$ cat src/rtl/serial_pkg.sv
// Shared sizing for the serial slave: default word-width exponent and the
// derived word and bit-counter widths.
package serial_pkg;

    localparam int DATA_WIDTH_BASE_DEF = 5;

    function automatic int word_width(input int base);
        return 2 ** base;
    endfunction

    // One extra bit so the counter can hold the full-word value W itself.
    function automatic int cnt_width(input int base);
        return base + 1;
    endfunction

endpackage

$ cat src/rtl/serial_slave_sync_edge.sv
// Two-flop synchronizer for one asynchronous input, with a single-clk
// rising-edge pulse derived from the synchronized level.
module sync_edge (
    input  logic clk,
    input  logic rst,
    input  logic din,
    output logic level,
    output logic rise
);

    logic meta;
    logic stable;
    logic prev;

    always_ff @(posedge clk or negedge rst) begin
        if (!rst) begin
            meta   <= 1'b0;
            stable <= 1'b0;
            prev   <= 1'b0;
        end else begin
            meta   <= din;
            stable <= meta;
            prev   <= stable;
        end
    end

    assign level = stable;
    assign rise  = stable & ~prev;

endmodule

$ cat src/rtl/serial_slave.sv
// Full-duplex serial slave: MSB-first receive on sck_m2s, LSB-first transmit
// on sck_s2m, framed by latch_in. Define SERIAL_SLAVE_FRAME_CHECK_EN to enable
// the frame-length check that drives frame_err.
module serial_slave
    import serial_pkg::*;
#(
    parameter int DATA_WIDTH_BASE = DATA_WIDTH_BASE_DEF
) (
    input  logic                            clk,
    input  logic                            rst,
    input  logic                            sck_m2s,
    input  logic                            data_m2s,
    input  logic                            sck_s2m,
    output logic                            data_s2m,
    input  logic                            latch_in,
    output logic [(2**DATA_WIDTH_BASE)-1:0] rx_word,
    output logic                            rx_valid,
    input  logic [(2**DATA_WIDTH_BASE)-1:0] tx_word,
    output logic                            frame_err
);

    localparam int W  = word_width(DATA_WIDTH_BASE);
    localparam int CW = cnt_width(DATA_WIDTH_BASE);
    localparam logic [CW-1:0] CNT_FULL = CW'(W);

    logic m2s_sck_rise;
    logic m2s_data_lvl;
    logic s2m_sck_rise;
    logic latch_rise;
    logic m2s_sck_lvl_unused;
    logic m2s_data_rise_unused;
    logic s2m_sck_lvl_unused;
    logic latch_lvl_unused;

    sync_edge u_sync_sck_m2s (
        .clk   (clk),
        .rst   (rst),
        .din   (sck_m2s),
        .level (m2s_sck_lvl_unused),
        .rise  (m2s_sck_rise)
    );

    sync_edge u_sync_data_m2s (
        .clk   (clk),
        .rst   (rst),
        .din   (data_m2s),
        .level (m2s_data_lvl),
        .rise  (m2s_data_rise_unused)
    );

    sync_edge u_sync_sck_s2m (
        .clk   (clk),
        .rst   (rst),
        .din   (sck_s2m),
        .level (s2m_sck_lvl_unused),
        .rise  (s2m_sck_rise)
    );

    sync_edge u_sync_latch (
        .clk   (clk),
        .rst   (rst),
        .din   (latch_in),
        .level (latch_lvl_unused),
        .rise  (latch_rise)
    );

    logic [W-1:0]               rx_shift;
    logic [W-1:0]               tx_shift;
    logic [CW-1:0]              rx_cnt;
    logic [CW-1:0]              tx_cnt;
    logic [DATA_WIDTH_BASE-1:0] tx_idx;
    logic                       rx_step;
    logic                       tx_step;
    logic                       vld_p1;

    // A latch in the same clk as a serial edge swallows that edge on both channels.
    always_comb begin
        rx_step = m2s_sck_rise & ~latch_rise;
        tx_step = s2m_sck_rise & ~latch_rise;
        tx_idx  = tx_cnt[DATA_WIDTH_BASE-1:0];
    end

    always_ff @(posedge clk or negedge rst) begin
        if (!rst) begin
            rx_shift <= '0;
            rx_cnt   <= '0;
            rx_word  <= '0;
        end else if (latch_rise) begin
            rx_word <= rx_shift;
            rx_cnt  <= '0;
        end else if (rx_step) begin
            rx_shift <= {rx_shift[W-2:0], m2s_data_lvl};
            if (rx_cnt != CNT_FULL) begin
                rx_cnt <= rx_cnt + 1'b1;
            end
        end
    end

    // Bit 0 goes out straight from tx_word so it is valid on the first clock.
    always_ff @(posedge clk or negedge rst) begin
        if (!rst) begin
            tx_shift <= '0;
            tx_cnt   <= '0;
            data_s2m <= 1'b0;
        end else if (latch_rise) begin
            tx_cnt <= '0;
        end else if (tx_step) begin
            if (tx_cnt == '0) begin
                tx_shift <= tx_word;
                data_s2m <= tx_word[0];
                tx_cnt   <= {{(CW-1){1'b0}}, 1'b1};
            end else if (tx_cnt < CNT_FULL) begin
                data_s2m <= tx_shift[tx_idx];
                tx_cnt   <= tx_cnt + 1'b1;
            end else begin
                data_s2m <= 1'b0;
            end
        end
    end

    // ---- stage p1: latch seen, rx_word loaded; stage p2: strobes out ----
    always_ff @(posedge clk or negedge rst) begin
        if (!rst) begin
            vld_p1   <= 1'b0;
            rx_valid <= 1'b0;
        end else begin
            vld_p1   <= latch_rise;
            rx_valid <= vld_p1;
        end
    end

`ifdef SERIAL_SLAVE_FRAME_CHECK_EN
    logic frame_bad;
    logic err_p1;

    always_comb begin
        frame_bad = (rx_cnt != CNT_FULL) || ((tx_cnt != '0) && (tx_cnt != CNT_FULL));
    end

    always_ff @(posedge clk or negedge rst) begin
        if (!rst) begin
            err_p1    <= 1'b0;
            frame_err <= 1'b0;
        end else begin
            err_p1    <= latch_rise & frame_bad;
            frame_err <= err_p1;
        end
    end
`else
    assign frame_err = 1'b0;
`endif

endmodule

$ cat config.mk
export PLATFORM = sky130hd
export DESIGN_NAME = serial_slave
export DESIGN_NICKNAME = d
export VERILOG_FILES = /design/src/rtl/serial_pkg.sv /design/src/rtl/serial_slave_sync_edge.sv /design/src/rtl/serial_slave.sv
export SDC_FILE = /design/constraint.sdc
export NUM_CORES = 1
export LEC_CHECK = 0
export CAP_MARGIN = 10
export CORE_ASPECT_RATIO = 0.75
export CORE_MARGIN = 1
export CORE_UTILIZATION = 35
export DETAILED_ROUTE_END_ITERATION = 16
export PLACE_DENSITY = 0.52
export SETUP_SLACK_MARGIN = 0.5
export SYNTH_ARGS = -nofsm -noshare
export SYNTH_HDL_FRONTEND = slang
export SYNTH_HIERARCHICAL = 1
export SYNTH_SLANG_ARGS = --single-unit
$ cat constraint.sdc
create_clock -name clk -period 3.51 [get_ports clk]
set_clock_uncertainty 0.05 [all_clocks]
set_input_delay 0.351 -clock clk [delete_from_list [all_inputs] [get_ports clk]]
set_output_delay 0.351 -clock clk [all_outputs]
set_load 0.01 [all_outputs]
==> results of run 1 <==
-- state kept, by name, indices dropped and copies added (netlist names), 6 cells and up --
name,count
tx_shift,32
rx_shift,32
rx_word,32
tx_cnt,6
-- per-layer routing --
layer	part of all wire (%)	vias to the layer above	global-route usage [%]
met5	0	-	0
met4	1.4	0	6.74
met3	7.5	10	6.01
met2	43	54	18.9
met1	48	1279	18.4
li1	-	1179	-
-- final timing paths --
path / from / to / slack (ps) / cells after the start
worst max-delay path: tx_cnt[1] / tx_shift[7] / 1110 / 6
worst min-delay path: u_sync_data_m2s/meta / u_sync_data_m2s/level / 300 / 0
worst max register to register: tx_cnt[1] / tx_shift[7] / 1110 / 6
worst min register to register: u_sync_data_m2s/meta / u_sync_data_m2s/level / 300 / 0
max in group asynchronous: rst / rx_word[18] / 2140 / 3
min in group asynchronous: rst / rx_word[1] / 500 / 2
-- critical path, stage by stage (launching register included) --
cell,delay (ps)
dfrtp_1,580
inv_1,130
ha_1,150
nor4b_4,290
nand2_1,470
buf_12,330
mux2_2,280
-- where the power goes --
group	switching [W]	total [W]	internal (W)
Combinational	0.000226	0.000695	0.000469
Clock	0.000605	0.00157	0.000963
Sequential	0.000158	0.00178	0.00162
-- cells in the final DEF, fill, tap and decap left out, types with 3 or more instances in the layout --
cell type        instances
mux4_1                   7
clkinvlp_4               5
buf_4                    4
clkinv_2                 6
nor2_1                   7
clkdlybuf4s50_1         70
clkbuf_16               17
a21oi_1                  6
nand2_1                  6
dfrtp_1                116
nor2b_4                  3
mux2_2                  94
-- layout make-up --
type	count	area (µm²)	share of cell area (%)
Sequential cell	116	2900	47.9
Multi-Input combinational cell	149	1610	26.6
Clock inverter	14	115	1.90
Tap cell	166	208	3.43
Timing Repair Buffer	77	781	12.9
Clock buffer	18	429	7.09
Inverter	2	7.51	0.124
-- through the flow --
| stage | setup WS (ps) | power (W) | hold WS [ps] |
|---|---|---|---|
| 2_1_floorplan | 1690 | 0.00220 | 5.41 |
| 3_3_place_gp | 1150 | 0.00250 | 282 |
| 3_5_place_dp | 1110 | 0.00251 | 286 |
| 4_1_cts | 1090 | 0.00412 | 299 |
| 5_1_grt | 954 | 0.00427 | 301 |
| 6_report | 1110 | 0.00405 | 296 |
==> impl_metrics.csv, run 1 <==
group,metric,value,unit
timing,max_slew_margin,51.5,%
clock_network,hold_buffers,1,
clock_network,ctsResizeCount,0,
clock_network,cts_setup_buffers,0,
grt,antenna_found_initial,0,
timing,setup-tns-final,0,ps
min_path,worstHoldPathType,"flip-flop to flip-flop",
floorplan,rows,35,
clock_network,clk_latency,400,ps
yosys,syn_nets,323,
place,dp_hpwl,5000,µm
floorplan,dieArea,0.0136,mm²
place,dpl.cell_count,509,
detailed_routing,dr.pass1.iters,6,
timing,worstMarginPinSlew,728,ps
place,placed_area,0.00550,mm²
yosys,avgSynthCellArea,16.2,µm²
final_layout,finalInstanceArea,0.00605,mm²
grt,globalRoute.totalOverflow,0,
pwr,power_density,668,mW/mm²
pwr,ir_worst_vdd,0.000332,V
final_layout,fillers,1105,
grt,grt_max_degree,63,
timing,finalSetupViolCount,0,
timing,finalHoldViolations,0,
floorplan,die_h,101,µm
final_layout,fin_util,48.3,%
clock_network,clkTransAtPathRegs,50,ps
grt,grt_pass1_vias,2670,
final_layout,fin_cells,542,
detailed_routing,drc,0,
detailed_routing,wirelength,8210,µm
floorplan,io-pin-count,73,
floorplan,coreArea,0.0125,mm²
yosys,yosysWarnings,6,
detailed_routing,drtIter0Drc,61,
pwr,p_leak,2.71,nW
timing,post-route-period-util,68.5,%
worst_setup_path,cp-start-kind,"flip-flop",
outcome,outcome,"complete, no violations",
worst_setup_path,critPathMaxFanout,20,
worst_setup_path,arrival,2640,ps
worst_setup_path,cp.required,3740,ps
final_layout,drive_gt1_share,36.7,%
worst_setup_path,endpoint_kind,"flip-flop",
final_layout,diodes,0,
clock_network,clockBufferDepth,2,
clock_network,cts_tree,"yes",
place,gp_congestion,0.744,
yosys,synth_cells,283,
clock_network,numClockSinks,116,
flow_run,drv_cap,0,
timing,final-max-slew-violation-count,0,
yosys,syn_area,0.00460,mm²
clock_network,htree_levels,4,
timing,max_freq,416,MHz
detailed_routing,vias,2522,
clock_network,cts-root-buf,"clkbuf_16",
worst_setup_path,worstSetupPathType,"flip-flop to flip-flop",
timing,rsz0062_at_grt,"no",
floorplan,dieWidth,134,µm
timing,fin_crit,2400,ps
clock_network,numCtsBuffers,17,
detailed_routing,wire_per_inst,15.1,µm
detailed_routing,viasPerCell,4.65,
final_layout,nNetsFinal,403,
final_layout,areaGrowthSynthToFinish,31.7,%
floorplan,initial_utilization,36.7,%
detailed_routing,ant_nets,0,
grt,grt_pass1_wl,13900,µm
grt,grt_use_total,13.7,%
place,port-buffer-count,71,
No activity file was read; power rests on OpenSTA's default activity.
==> run 2: changes to the inputs <==
Clock period 3.51 ns to 2.3 ns, I/O delays scaled along.
==> impl_metrics.csv, run 2 (synthesis results as in run 1) <==
group,metric,value,unit
worst_setup_path,crit_path_cell_trace,"mux4_2, mux2_4, a21o_1, a21oi_1, o21ai_1",
detailed_routing,wire_per_inst,15.3,µm
worst_setup_path,cp_num_buf_inv,0,
floorplan,initial_utilization,36.7,%
final_layout,reg.largest.list,"rx_shift x32, rx_word x32, tx_shift x32",
flow_run,drv_cap,0,
timing,max_freq,558,MHz
worst_setup_path,rrSetupSlack,510,ps
min_path,worstHoldStart,"data_m2s",
final_layout,drive_gt1_share,40.3,%
worst_setup_path,worstSetupPathType,"flip-flop to flip-flop",
pwr,p_sw_share,23.1,%
floorplan,io-pin-count,73,
pwr,ir_worst_vdd,0.000488,V
floorplan,dieWidth,134,µm
min_path,worstHoldPathType,"primary input to flip-flop",
pwr,total_power,0.00635,W
timing,rsz0062_at_grt,"yes",
pwr,clkPwrFrac,39.0,%
detailed_routing,viasPerCell,4.66,
clock_network,numClockSinks,116,
timing,finalSetupViolCount,0,
worst_setup_path,cp.required,2530,ps
detailed_routing,drtIter0Drc,114,
final_layout,final_cell_mix,"115 x dfrtp_1, 94 x mux2_2, 70 x clkdlybuf4s50_1",
detailed_routing,dr.pass1.iters,4,
pwr,p_comb_share,18.1,%
final_layout,nNetsFinal,414,
detailed_routing,wirelength,8420,µm
clock_network,htree_levels,4,
place,port-buffer-count,71,
min_path,worstHoldEndpoint,"u_sync_data_m2s/meta",
pwr,p_switching,0.00146,W
place,dpl.cell_count,516,
detailed_routing,ant_nets,0,
detailed_routing,vias,2569,
final_layout,fillers,1094,
floorplan,rows,35,
floorplan,coreArea,0.0125,mm²
clock_network,clockBufferDepth,2,
clock_network,clk_latency,400,ps
worst_setup_path,cp-start-kind,"flip-flop",
pwr,p_int,0.00488,W
place,dp_hpwl,5500,µm
worst_setup_path,slowest_stage,"mux4_2",
final_layout,fin_cells,551,
detailed_routing,drc,0,
worst_setup_path,rr_endpoint,"data_s2m",
worst_setup_path,critPathMaxFanout,6,
grt,grt_pass1_wl,14300,µm
timing,final-max-slew-violation-count,0,
pwr,power_density,1030,mW/mm²
timing,finalHoldViolations,0,
worst_setup_path,endpoint_kind,"flip-flop",
grt,grt_use_total,14.1,%
grt,grt_pass1_vias,2708,
worst_setup_path,reg2regPathDepth,5,
clock_network,numCtsBuffers,17,
worst_setup_path,path_delay_family,"multiplexers",
final_layout,areaGrowthSynthToFinish,34.5,%
min_path,hold_path_depth,1,
worst_setup_path,cpPeakStageDelay,520,ps
floorplan,die_h,101,µm
grt,antenna_found_initial,0,
clock_network,clkTransAtPathRegs,50,ps
pwr,seqPwrFrac,43.0,%
timing,setup-tns-final,0,ps
worst_setup_path,arrival,2020,ps
floorplan,dieArea,0.0136,mm²
grt,grt_max_degree,46,
clock_network,cts_tree,"yes",
outcome,outcome,"complete, no violations",
worst_setup_path,reg2reg_from,"tx_cnt[0]",
timing,post-route-period-util,77.9,%
pwr,p_leak,2.79,nW
clock_network,cts-root-buf,"clkbuf_16",
final_layout,final_common_cell,"dfrtp_1",
grt,globalRoute.totalOverflow,0,
place,gp_congestion,0.731,
final_layout,diodes,0,
timing,fin_crit,1790,ps
==> run 2: changes by cell type in the layout (fill, tap and decap cells not counted), moves of 3 or more <==
cell        previous run  this run
buf_4                  4        12
mux4_2                 1         6
clkinv_2               6         3
clkinvlp_4             5         0
mux4_1                 7         2
clkbuf_8               0         6
==> run 2: power groups by stage <==
stage / clock network, W / logic, W / registers (W)
floorplan: 0 / 0.000636 / 0.00272
global placement: 0 / 0.00108 / 0.00275
detailed placement: 0 / 0.00110 / 0.00275
CTS: 0.00253 / 0.00113 / 0.00272
global route: 0.00266 / 0.00125 / 0.00279
finish: 0.00247 / 0.00115 / 0.00273
==> run 2: area by class of cell <==
cell class,count,area (µm²),share of cell area (%)
tap,166,208,3.36
multi-input combinational,149,1610,26.1
inverter,2,7.51,0.121
timing repair buffer,88,887,14.3
sequential,116,2900,47.0
clock buffer,26,519,8.40
clock inverter,4,45.0,0.728
==> run 2: repair_timing <==
item / CTS / global route
setup buffers: 3 / 1
hold endpoints to repair: 32 / 0
pin swaps: 0 / 3
resized for setup: 4 / 11
endpoints found under the setup margin: 33 / 33
hold buffers: 1 / 0
==> run 2: metal layers <==
metal | wire (µm) | part of all wire (%) | track usage (%) | vias to the layer above
met5 | 0 | 0 | 0 | -
met4 | 133 | 1.6 | 5.96 | 0
met3 | 411 | 4.9 | 5.26 | 13
met2 | 3520 | 42 | 19.3 | 55
met1 | 4350 | 52 | 20.1 | 1305
li1 | - | - | - | 1196
==> run 2: through the flow <==
step / hold slack [ps] / util [%] / area [µm²] / setup slack, ps
after floorplan: -116 / - / 4600 / 510
after CTS: 198 / 49.2 / 6160 / 473
after detailed placement: 167 / 44.4 / 5560 / 332
after global placement: 166 / 44.4 / 5560 / 357
after global routing: 199 / 49.4 / 6180 / 431
final: 211 / 49.4 / 6180 / 509
==> run 2: how the worst max path moves through the flow <==
stage	from	to	slack, ps	cells past startpoint
4_1_cts	tx_cnt[0]	data_s2m	470	6
3_5_place_dp	tx_cnt[0]	data_s2m	330	6
6_report	tx_cnt[0]	data_s2m	510	5
5_1_grt	tx_cnt[0]	data_s2m	430	6
3_3_place_gp	tx_cnt[0]	data_s2m	360	6
2_1_floorplan	tx_cnt[0]	data_s2m	510	6
